### src/rtl/hazard_ctrl.sv
// Pipeline hazard controller for the 5-stage core: fixed-priority stall/flush
// generation, hazard-class state register, saturating perf counters, MEM_WAIT watchdog.

module hazard_sat_cnt #(
  parameter int CNT_W = 16
) (
  input  logic             clk,
  input  logic             rst,
  input  logic             inc,
  output logic [CNT_W-1:0] cnt
);
  always_ff @(posedge clk or posedge rst) begin
    if (rst)                  cnt <= '0;
    else if (inc && ~&cnt)    cnt <= cnt + 1'b1;
  end
endmodule

module hazard_ctrl #(
  parameter int REG_ADDR_W  = 5,
  parameter int CNT_W       = 16,
  parameter int MEM_TIMEOUT = 255
) (
  input  logic                  clk,
  input  logic                  rst,
  input  logic [REG_ADDR_W-1:0] id_rs1_i,
  input  logic [REG_ADDR_W-1:0] id_rs2_i,
  input  logic                  id_use_rs1_i,
  input  logic                  id_use_rs2_i,
  input  logic [REG_ADDR_W-1:0] ex_rd_i,
  input  logic                  ex_mem_read_i,
  input  logic                  ex_branch_taken_i,
  input  logic                  mem_req_i,
  input  logic                  mem_ready_i,
  input  logic                  imem_ready_i,
  output logic                  pc_stall_o,
  output logic                  if_id_stall_o,
  output logic                  if_id_flush_o,
  output logic                  id_ex_flush_o,
  output logic                  ex_stall_o,
  output logic                  mem_wb_bubble_o,
  output logic [1:0]            state_o,
  output logic [CNT_W-1:0]      stall_cnt_o,
  output logic [CNT_W-1:0]      flush_cnt_o,
  output logic                  mem_timeout_o
);
  localparam int WD_W = $clog2(MEM_TIMEOUT + 1);

  typedef enum logic [1:0] {
    RUN        = 2'd0,
    LOAD_USE   = 2'd1,
    MEM_WAIT   = 2'd2,
    FETCH_WAIT = 2'd3
  } hz_e;

  hz_e             state_q, cls;
  logic            mem_wait, load_use, fetch_wait, branch;
  logic [WD_W-1:0] wd_cnt;

  always_comb begin
    mem_wait   = mem_req_i & ~mem_ready_i;
    load_use   = ex_mem_read_i && (ex_rd_i != '0) &&
                 ((id_use_rs1_i && (id_rs1_i == ex_rd_i)) ||
                  (id_use_rs2_i && (id_rs2_i == ex_rd_i)));
    fetch_wait = ~imem_ready_i;
  end

  // Priority chain; a taken branch records as RUN but still flushes.
  always_comb begin
    cls             = RUN;
    branch          = 1'b0;
    pc_stall_o      = 1'b0;
    if_id_stall_o   = 1'b0;
    if_id_flush_o   = 1'b0;
    id_ex_flush_o   = 1'b0;
    ex_stall_o      = 1'b0;
    mem_wb_bubble_o = 1'b0;
    if (rst) begin
      cls = RUN;
    end else if (mem_wait) begin
      cls             = MEM_WAIT;
      pc_stall_o      = 1'b1;
      if_id_stall_o   = 1'b1;
      ex_stall_o      = 1'b1;
      mem_wb_bubble_o = 1'b1;
    end else if (ex_branch_taken_i) begin
      branch        = 1'b1;
      if_id_flush_o = 1'b1;
      id_ex_flush_o = 1'b1;
    end else if (load_use) begin
      cls           = LOAD_USE;
      pc_stall_o    = 1'b1;
      if_id_stall_o = 1'b1;
      id_ex_flush_o = 1'b1;
    end else if (fetch_wait) begin
      cls           = FETCH_WAIT;
      pc_stall_o    = 1'b1;
      if_id_flush_o = 1'b1;
    end
  end

  always_ff @(posedge clk or posedge rst) begin
    if (rst) state_q <= RUN;
    else     state_q <= cls;
  end

  assign state_o = state_q;

  // Watchdog counts consecutive MEM_WAIT cycles; holds at the limit so it cannot wrap.
  always_ff @(posedge clk or posedge rst) begin
    if (rst) begin
      wd_cnt        <= '0;
      mem_timeout_o <= 1'b0;
    end else if (cls == MEM_WAIT) begin
      if (wd_cnt != WD_W'(MEM_TIMEOUT)) wd_cnt <= wd_cnt + 1'b1;
      if (wd_cnt == WD_W'(MEM_TIMEOUT - 1)) mem_timeout_o <= 1'b1;
    end else begin
      wd_cnt <= '0;
    end
  end

  hazard_sat_cnt #(.CNT_W(CNT_W)) u_stall_cnt (
    .clk (clk),
    .rst (rst),
    .inc (pc_stall_o),
    .cnt (stall_cnt_o)
  );

  hazard_sat_cnt #(.CNT_W(CNT_W)) u_flush_cnt (
    .clk (clk),
    .rst (rst),
    .inc (branch),
    .cnt (flush_cnt_o)
  );
endmodule

### config.mk
export PLATFORM = sky130hd
export DESIGN_NAME = hazard_ctrl
export DESIGN_NICKNAME = d
export VERILOG_FILES = /design/src/rtl/hazard_ctrl.sv
export SDC_FILE = /design/constraint.sdc
export NUM_CORES = 1
export LEC_CHECK = 0
export ABC_AREA = 1
export CAP_MARGIN = 20
export CORE_MARGIN = 2
export CORE_UTILIZATION = 54
export DETAILED_ROUTE_END_ITERATION = 7
export HOLD_SLACK_MARGIN = 0.06
export PLACE_DENSITY = 0.85
export SLEW_MARGIN = 30
export SYNTH_ARGS = -nofsm -noshare
export SYNTH_HDL_FRONTEND = slang
export SYNTH_SLANG_ARGS = --single-unit
### constraint.sdc
create_clock -name clk -period 6.95 [get_ports clk]
set_clock_uncertainty 0.15 [all_clocks]
set_input_delay 1.39 -clock clk [delete_from_list [all_inputs] [get_ports clk]]
set_output_delay 1.39 -clock clk [all_outputs]
set_load 0.02 [all_outputs]
==> impl_results.md, run 1 <==
* Crit-path max FO at 18
* Worst-path clk slew at ~80 ps
* Largest net degree at the start of global routing at 44
* Setup crit start kind: input port
* Max-cap violation count at 0
* Start of the worst register-to-register path: u_stall_cnt.cnt[0]
* Post-Syn Instances at 358
* Total number of vias at about 2500
* Total track usage at between 20% and 30%
* IO Count at 65
* Die Height at about 74 µm
* Status: finished, final reports clean
* CP max-delay cell: clkdlybuf4s50_1
* Final Hold Viols at 0
* 1st-iter DRT viols at ~160
* Power Density at approximately 220 nW/µm²
* Leak at 1.65 nW
* Max VDD drop at about 0.18 mV
* DRC Markers at 0
* Total CTS buffers at 5
* Max Root-Sink Buffers at 2
* Mapped Nets at between 300 and 400
* Reg-to-reg setup timing slack at about 4800 ps
* First-pass iteration count of the detailed router at 5
* Worst skew pair latency at 300 ps
* Final core utilization at between 70% and 80%
* Mapped cell area at about 2700 µm²
* Vias per std cell at approximately 5.1
* Avg Cell Area, Syn at 7.41 µm²
* Min-delay worst type: reg2reg
* Global-route wire length before repair at just over 10000 µm
* Area Overhead vs Synth at 30.3%
* Die area at around 5500 µm²
* Hold depth at 1
* Syn. warnings at 0
* CTS tree: built
* Worst path most repeated cell: clkdlybuf4s50_1
* Hold buffer count at CTS at 0
* Initial Util at a little under three fifths
* Headroom to the max-slew limit at 64.8%
* Diode count at 0
* Mean routed wirelength per cell at about 12 µm
* Final worst-path cycle share at between 70% and 80%
* # resized after CTS at 0
* Final setup margin at 2000 ps
* Min cycle time layout at 4950 ps
* CP required at around 5400 ps
* Post-DP HPWL at ~4600 µm
* Vias in the first global route at 2404
* ANT nets after route at 0
* Final setup viols at 0
* Final WL at 6090 µm
* Power, Total at 0.000765 W
* Final Max Slew Viols at 0
* End of the worst hold path: mem_timeout_o
* DP Worst Slack at 2010 ps
* IO Port Bufs at 64
* Die Width at ~74 µm
* Critical Path End Type: output port
* Crit Path Class: in2out
* Setup Buffers After CTS at 0
* Fmax at 202 MHz
* Peak per-stage delay on the critical path at roughly 660 ps
* Total gr overflow at 0
* Setup TNS at 0 ps
* Netlist cell types at 32
* Fin nets at roughly 450
* RD Place Congestion at approximately 0.85
* Initial antenna violation count at 0
* H-tree depth at 2
* Root Buffer: clkbuf_8
* Fillers at around 380
* Core ar. at approximately 4700 µm²
* CP Data Arrival Time at 3410 ps
* Row count at 25
* Start point of the worst min-delay path: mem_timeout_o
* Worst r2r path cells at 7
* Top cell family by delay on the critical path: buffers and inverters
* RSZ-0062 raised after global routing: false
* Reg-to-reg endpoint: u_stall_cnt.cnt[9]
* Actual slew at the worst max-slew pin at 528 ps
* Buf+Inv Stages, Crit Path at 3
* Critical path, cell by cell: clkdlybuf4s50_1, nand2_1, nor2_1, inv_1, nand3_4, clkdlybuf4s50_1
* Seq/Total Area, Yosys at approximately 41%
* Synth Register Bits at 43
* Clock sink count at 43
* Fraction of layout cells with a size suffix above 1 at between 5 and 6%
layout by cell type (no fill, tap or decap), drive strengths merged, types with 5 or more instances in the layout:
| cell type | n |
|---|---|
| dfrtp | 43 |
| xor2 | 21 |
| xnor2 | 8 |
| nor2 | 40 |
| nand4 | 6 |
| nand2 | 118 |
| o21ai | 7 |
| inv | 43 |
| nand3 | 39 |
| clkdlybuf4s50 | 64 |
| nor3 | 14 |
| clkbuf | 5 |
cells by family (layout without fill, tap and decap cells):
| logic type | count (synthesis) | in the layout | share of synthesized area (%) |
|---|---|---|---|
| adder cells (fa/ha/maj) | 4 | 4 | 1.89 |
| multiplexers | 1 | 1 | 0.424 |
| AND/OR/NAND/NOR | 220 | 220 | 37.3 |
| XOR/XNOR | 29 | 29 | 9.57 |
| AO/OA/AOI/OAI | 13 | 13 | 2.73 |
| flip-flops | 43 | 43 | 40.5 |
| buffers and inverters | 48 | 115 | 7.50 |
metal layers:
metal / part of all wire [%] / GRT usage (%) / vias up
li1: - / - / 1256
met3: 4.9 / 5.01 / 9
met4: 1.1 / 7.27 / 0
met2: 51 / 42.7 / 87
met1: 43 / 29.2 / 1173
met5: 0 / 0 / -
power breakdown:
part / total (W) / switching [W] / internal [W]
Combinational: 0.000242 / 0.000132 / 0.000110
Sequential: 0.000329 / 0.0000459 / 0.000284
Clock: 0.000193 / 0.0000884 / 0.000105
final cells by class:
class / instances / area, µm² / share of cell area (%)
clock inverter: 2 / 37.5 / 1.09
sequential: 43 / 1080 / 31.1
inverter: 43 / 164 / 4.74
clock buffer: 5 / 68.8 / 1.99
tap: 67 / 83.8 / 2.42
timing repair buffer: 65 / 648 / 18.7
multi-input combinational: 267 / 1380 / 39.9
flip-flops by register name, summed over array words and instances, names as in the netlist:
name / flops
wd_cnt: 8
u_stall_cnt.cnt: 16
mem_timeout_o: 1
u_flush_cnt.cnt: 16
state_o: 2
cell usage after synthesis:
library cell  number  area share [%]
nand2_1          115              16
dfrtp_1           43              41
inv_1             40             5.7
nor2_1            37             5.2
nand3_1           36             6.8
xor2_1            21             6.9
nor3_1            12             2.3
xnor2_1            8             2.6
o21ai_0            7             1.3
nand4_1            5             1.2
ha_1               4             1.9
a21oi_1            3            0.57
a211oi_1           2            0.57
buf_4              2            0.57
inv_2              2            0.28
nand2_4            2            0.85
nand3_2            2            0.75
nor2_2             2            0.47
nor4_1             2            0.47
buf_2              1            0.19
buf_6              1            0.42
clkbuf_1           1            0.14
inv_4              1            0.24
mux2_2             1            0.42
nand2_2            1            0.24
nand3_4            1            0.66
nand3b_1           1            0.28
nand4_2            1            0.47
nor2_4             1            0.42
nor3_2             1            0.38
nor3_4             1            0.61
o21bai_1           1            0.28
metrics by stage:
| step | hold slack (ps) | cell area [µm²] | cells |
|---|---|---|---|
| after floorplan | 355 | 2650 | 358 |
| after global placement | 332 | 3350 | 485 |
| after detailed placement | 344 | 3350 | 485 |
| after CTS | 355 | 3460 | 492 |
| after global routing | 377 | 3460 | 492 |
| final | 359 | 3460 | 492 |
worst max-delay path by stage:
stage                 from       endpoint  slack, ps  cells past startpoint
4_1_cts        mem_ready_i     pc_stall_o       2000                      7
6_report         mem_req_i     pc_stall_o       2000                      6
2_1_floorplan          rst  id_ex_flush_o       2460                      3
5_1_grt          mem_req_i     pc_stall_o       1900                      6
3_5_place_dp   mem_ready_i     pc_stall_o       2010                      7
3_3_place_gp     mem_req_i     pc_stall_o       2050                      6
No activity file was read; power rests on OpenSTA's default activity.
==> inputs of run 2 (changes only) <==
Settings changed: CORE_UTILIZATION 54 to 45, PLACE_DENSITY 0.85 to 0.76.
Clock period 6.95 ns to 4.13 ns, I/O delays scaled along.
==> run 2 against run 1 <==
Highest routed layer unchanged. Combinational power is 69% higher. First-iteration DRC count grew 17%. Worst setup slack lost 1500 ps. Design area grew 1.2%. Power rose by 76%.
==> impl_results.md, run 2 (same netlist as run 1, synthesis figures left out) <==
* Crit-path max FO at 4 (-14)
* # resized after CTS at 0 (unchanged)
* Final Max Slew Viols at 0 (unchanged)
* Top cell family by delay on the critical path: buffers and inverters
* Clk pwr share at 28.6% (+3.3 points)
* Headroom to the max-slew limit at 64.2% (-0.62 points)
* Critical path, cell by cell: clkdlybuf4s50_1, inv_2, nand2_1, nand2_1, nor2_1, nand3_1, nand2_1, nand2_1, a21oi_1, clkdlybuf4s50_1
* Reg-to-reg setup timing slack at 2020 ps (-2750 ps)
* Hold buffer count at CTS at 0 (unchanged)
* 1st-iter DRT viols at 189 (+17%)
* Gate power share at 30.3% (-1.3 points)
* Die Height at 80.8 µm (+9.0%)
* Status: finished, final reports clean
* Final core utilization at 62.4% (-11 points)
* CP max-delay cell: clkdlybuf4s50_1
* Sequential Power Share at 41.1% (-2.0 points)
* Critical Path End Type: output port
* CP Data Arrival Time at 2700 ps (-710 ps)
* Worst path most repeated cell: nand2_1
* End of the worst hold path: mem_timeout_o
* Switching power at 0.000441 W (+66%)
* Total number of vias at 2493 (-1.3%)
* Post-route design area at 3500 µm² (+1.2%)
* RD Place Congestion at 0.880 (+3.6%)
* H-tree depth at 2 (unchanged)
* Register area at 1080 µm² (unchanged)
* Final Hold Viols at 0 (unchanged)
* Hold depth at 1 (unchanged)
* DRC Markers at 0 (unchanged)
* Diode count at 0 (unchanged)
* Total gr overflow at 0 (unchanged)
* CTS tree: built
* Die area at 6530 µm² (+19%)
* Global-route wire length before repair at 10300 µm (+0.20%)
* ANT nets after route at 0 (unchanged)
* Crit Path Class: in2out
* Fin nets at 454 (+0.22%)
* Non-filler cells, final at 499 (+1.4%)
* Area of the multi-input gates at 1380 µm² (unchanged)
* Total track usage at 19.8% (-4.2 points)
* Min cycle time layout at 3680 ps
* Max VDD drop at 0.217 mV (+21%)
* Setup Buffers After CTS at 0 (unchanged)
* Power Density at 385 nW/µm² (+74%)
* Worst r2r path cells at 7 (unchanged)
* IO Count at 65 (unchanged)
* Vias in the first global route at 2411 (+0.29%)
* Core ar. at 5610 µm² (+19%)
* Mean routed wirelength per cell at 11.7 µm (-5.1%)
* Final setup viols at 0 (unchanged)
* Final worst-path cycle share at 89.0%
* Fmax at roughly 270 MHz
* Pint at 0.000905 W (+82%)
* Most common cell after layout, fill and taps aside: nand2_1
* Leak at 1.67 nW (+1.2%)
* RSZ-0062 raised after global routing: false
* CP required at 3150 ps (-2260 ps)
* Largest regs: u_flush_cnt.cnt x16, u_stall_cnt.cnt x16, wd_cnt x8
* Initial antenna violation count at 0 (unchanged)
* Start of the worst register-to-register path: u_stall_cnt.cnt[0]
* Root Buffer: clkbuf_8
* Fillers at 519 (+35%)
* Worst-path clk slew at 80 ps (about the same)
* Clock sink count at 43 (unchanged)
* DP Area at 3360 µm² (+0.41%)
* Die Width at 80.8 µm (+9.0%)
* Post-DP HPWL at 4540 µm (-0.88%)
* Actual slew at the worst max-slew pin at 537 ps (+9.27 ps)
* Row count at 27 (+8.0%)
* Initial Util at 47.3% (-8.9 points)
* Max-cap violation count at 0 (unchanged)
* Switching Fraction at 32.8% (-2.1 points)
* Min-delay worst type: reg2reg
* Most frequent cells in the layout: nand2_1, clkdlybuf4s50_1, dfrtp_1
* Peak per-stage delay on the critical path at 630 ps (-30 ps)
* IO Port Bufs at 64 (unchanged)
* Vias per std cell at 5.00 (-2.7%)
* Worst skew pair latency at 290 ps (about the same)
* Final WL at 5860 µm (-3.7%)
* Largest net degree at the start of global routing at 44 (unchanged)
* Dpl cells at 491 (+1.2%)
* Setup crit start kind: input port
* Critical Path Start: ex_rd_i[4]
* Buf+Inv Stages, Crit Path at 3 (unchanged)
* Fraction of layout cells with a size suffix above 1 at 5.85% (+0.21 points)
* Reg-to-reg endpoint: u_stall_cnt.cnt[13]
* Total CTS buffers at 5 (unchanged)
* Max Root-Sink Buffers at 2 (unchanged)
* Area Overhead vs Synth at 31.8%
* First-pass iteration count of the detailed router at 4 (-1)
* Start point of the worst min-delay path: mem_timeout_o
* Setup TNS at 0 ps (unchanged)
-- run 2: cell types whose count changed in the layout (fill, tap and decap cells not counted) --
cell        delta
buf_4          +1
bufinv_16      +1
clkbuf_1       +1
clkinvlp_4     -1
-- run 2: routing by layer --
metal / vias up / track usage, % / wire (µm)
li1: 1265 / - / -
met1: 1159 / 25.7 / 2680
met2: 63 / 33.9 / 2870
met3: 6 / 3.78 / 256
met4: 0 / 5.59 / 53
met5: - / 0 / 0
-- run 2: power by group through the flow --
stage / registers (W) / clock network, W / logic, W
floorplan: 0.000617 / 0 / 0.000165
finish: 0.000553 / 0.000385 / 0.000408
global route: 0.000566 / 0.000412 / 0.000450
detailed placement: 0.000562 / 0 / 0.000409
global placement: 0.000559 / 0 / 0.000402
CTS: 0.000553 / 0.000392 / 0.000411
-- run 2: stage by stage --
step,hold WS [ps],setup slack [ps],total power (W)
6_report,364,453,0.00135
5_1_grt,390,281,0.00143
4_1_cts,370,460,0.00136
3_5_place_dp,346,468,0.000972
3_3_place_gp,309,492,0.000960
2_1_floorplan,355,767,0.000781
-- run 2: worst max-delay path by stage --
stage	endpoint	slack (ps)	cells past startpoint
3_5_place_dp	id_ex_flush_o	470	10
5_1_grt	id_ex_flush_o	280	10
4_1_cts	id_ex_flush_o	460	10
3_3_place_gp	id_ex_flush_o	490	10
6_report	id_ex_flush_o	450	10
2_1_floorplan	id_ex_flush_o	770	3
-- run 2: layout make-up --
type | instances | share of cell area [%]
well taps | 72 | 2.58
repair buffers | 66 | 18.7
flip-flops and latches | 43 | 30.8
inverters | 43 | 4.69
clock inverters | 2 | 1.72
multi-input cells | 267 | 39.4
clock buffers | 6 | 2.08
==> inputs of run 3 (changes only) <==
Settings changed: CAP_MARGIN 20 to 40.
==> results of run 3 <==
Same layout as run 2: the final DEF is identical, and so are final timing and power.
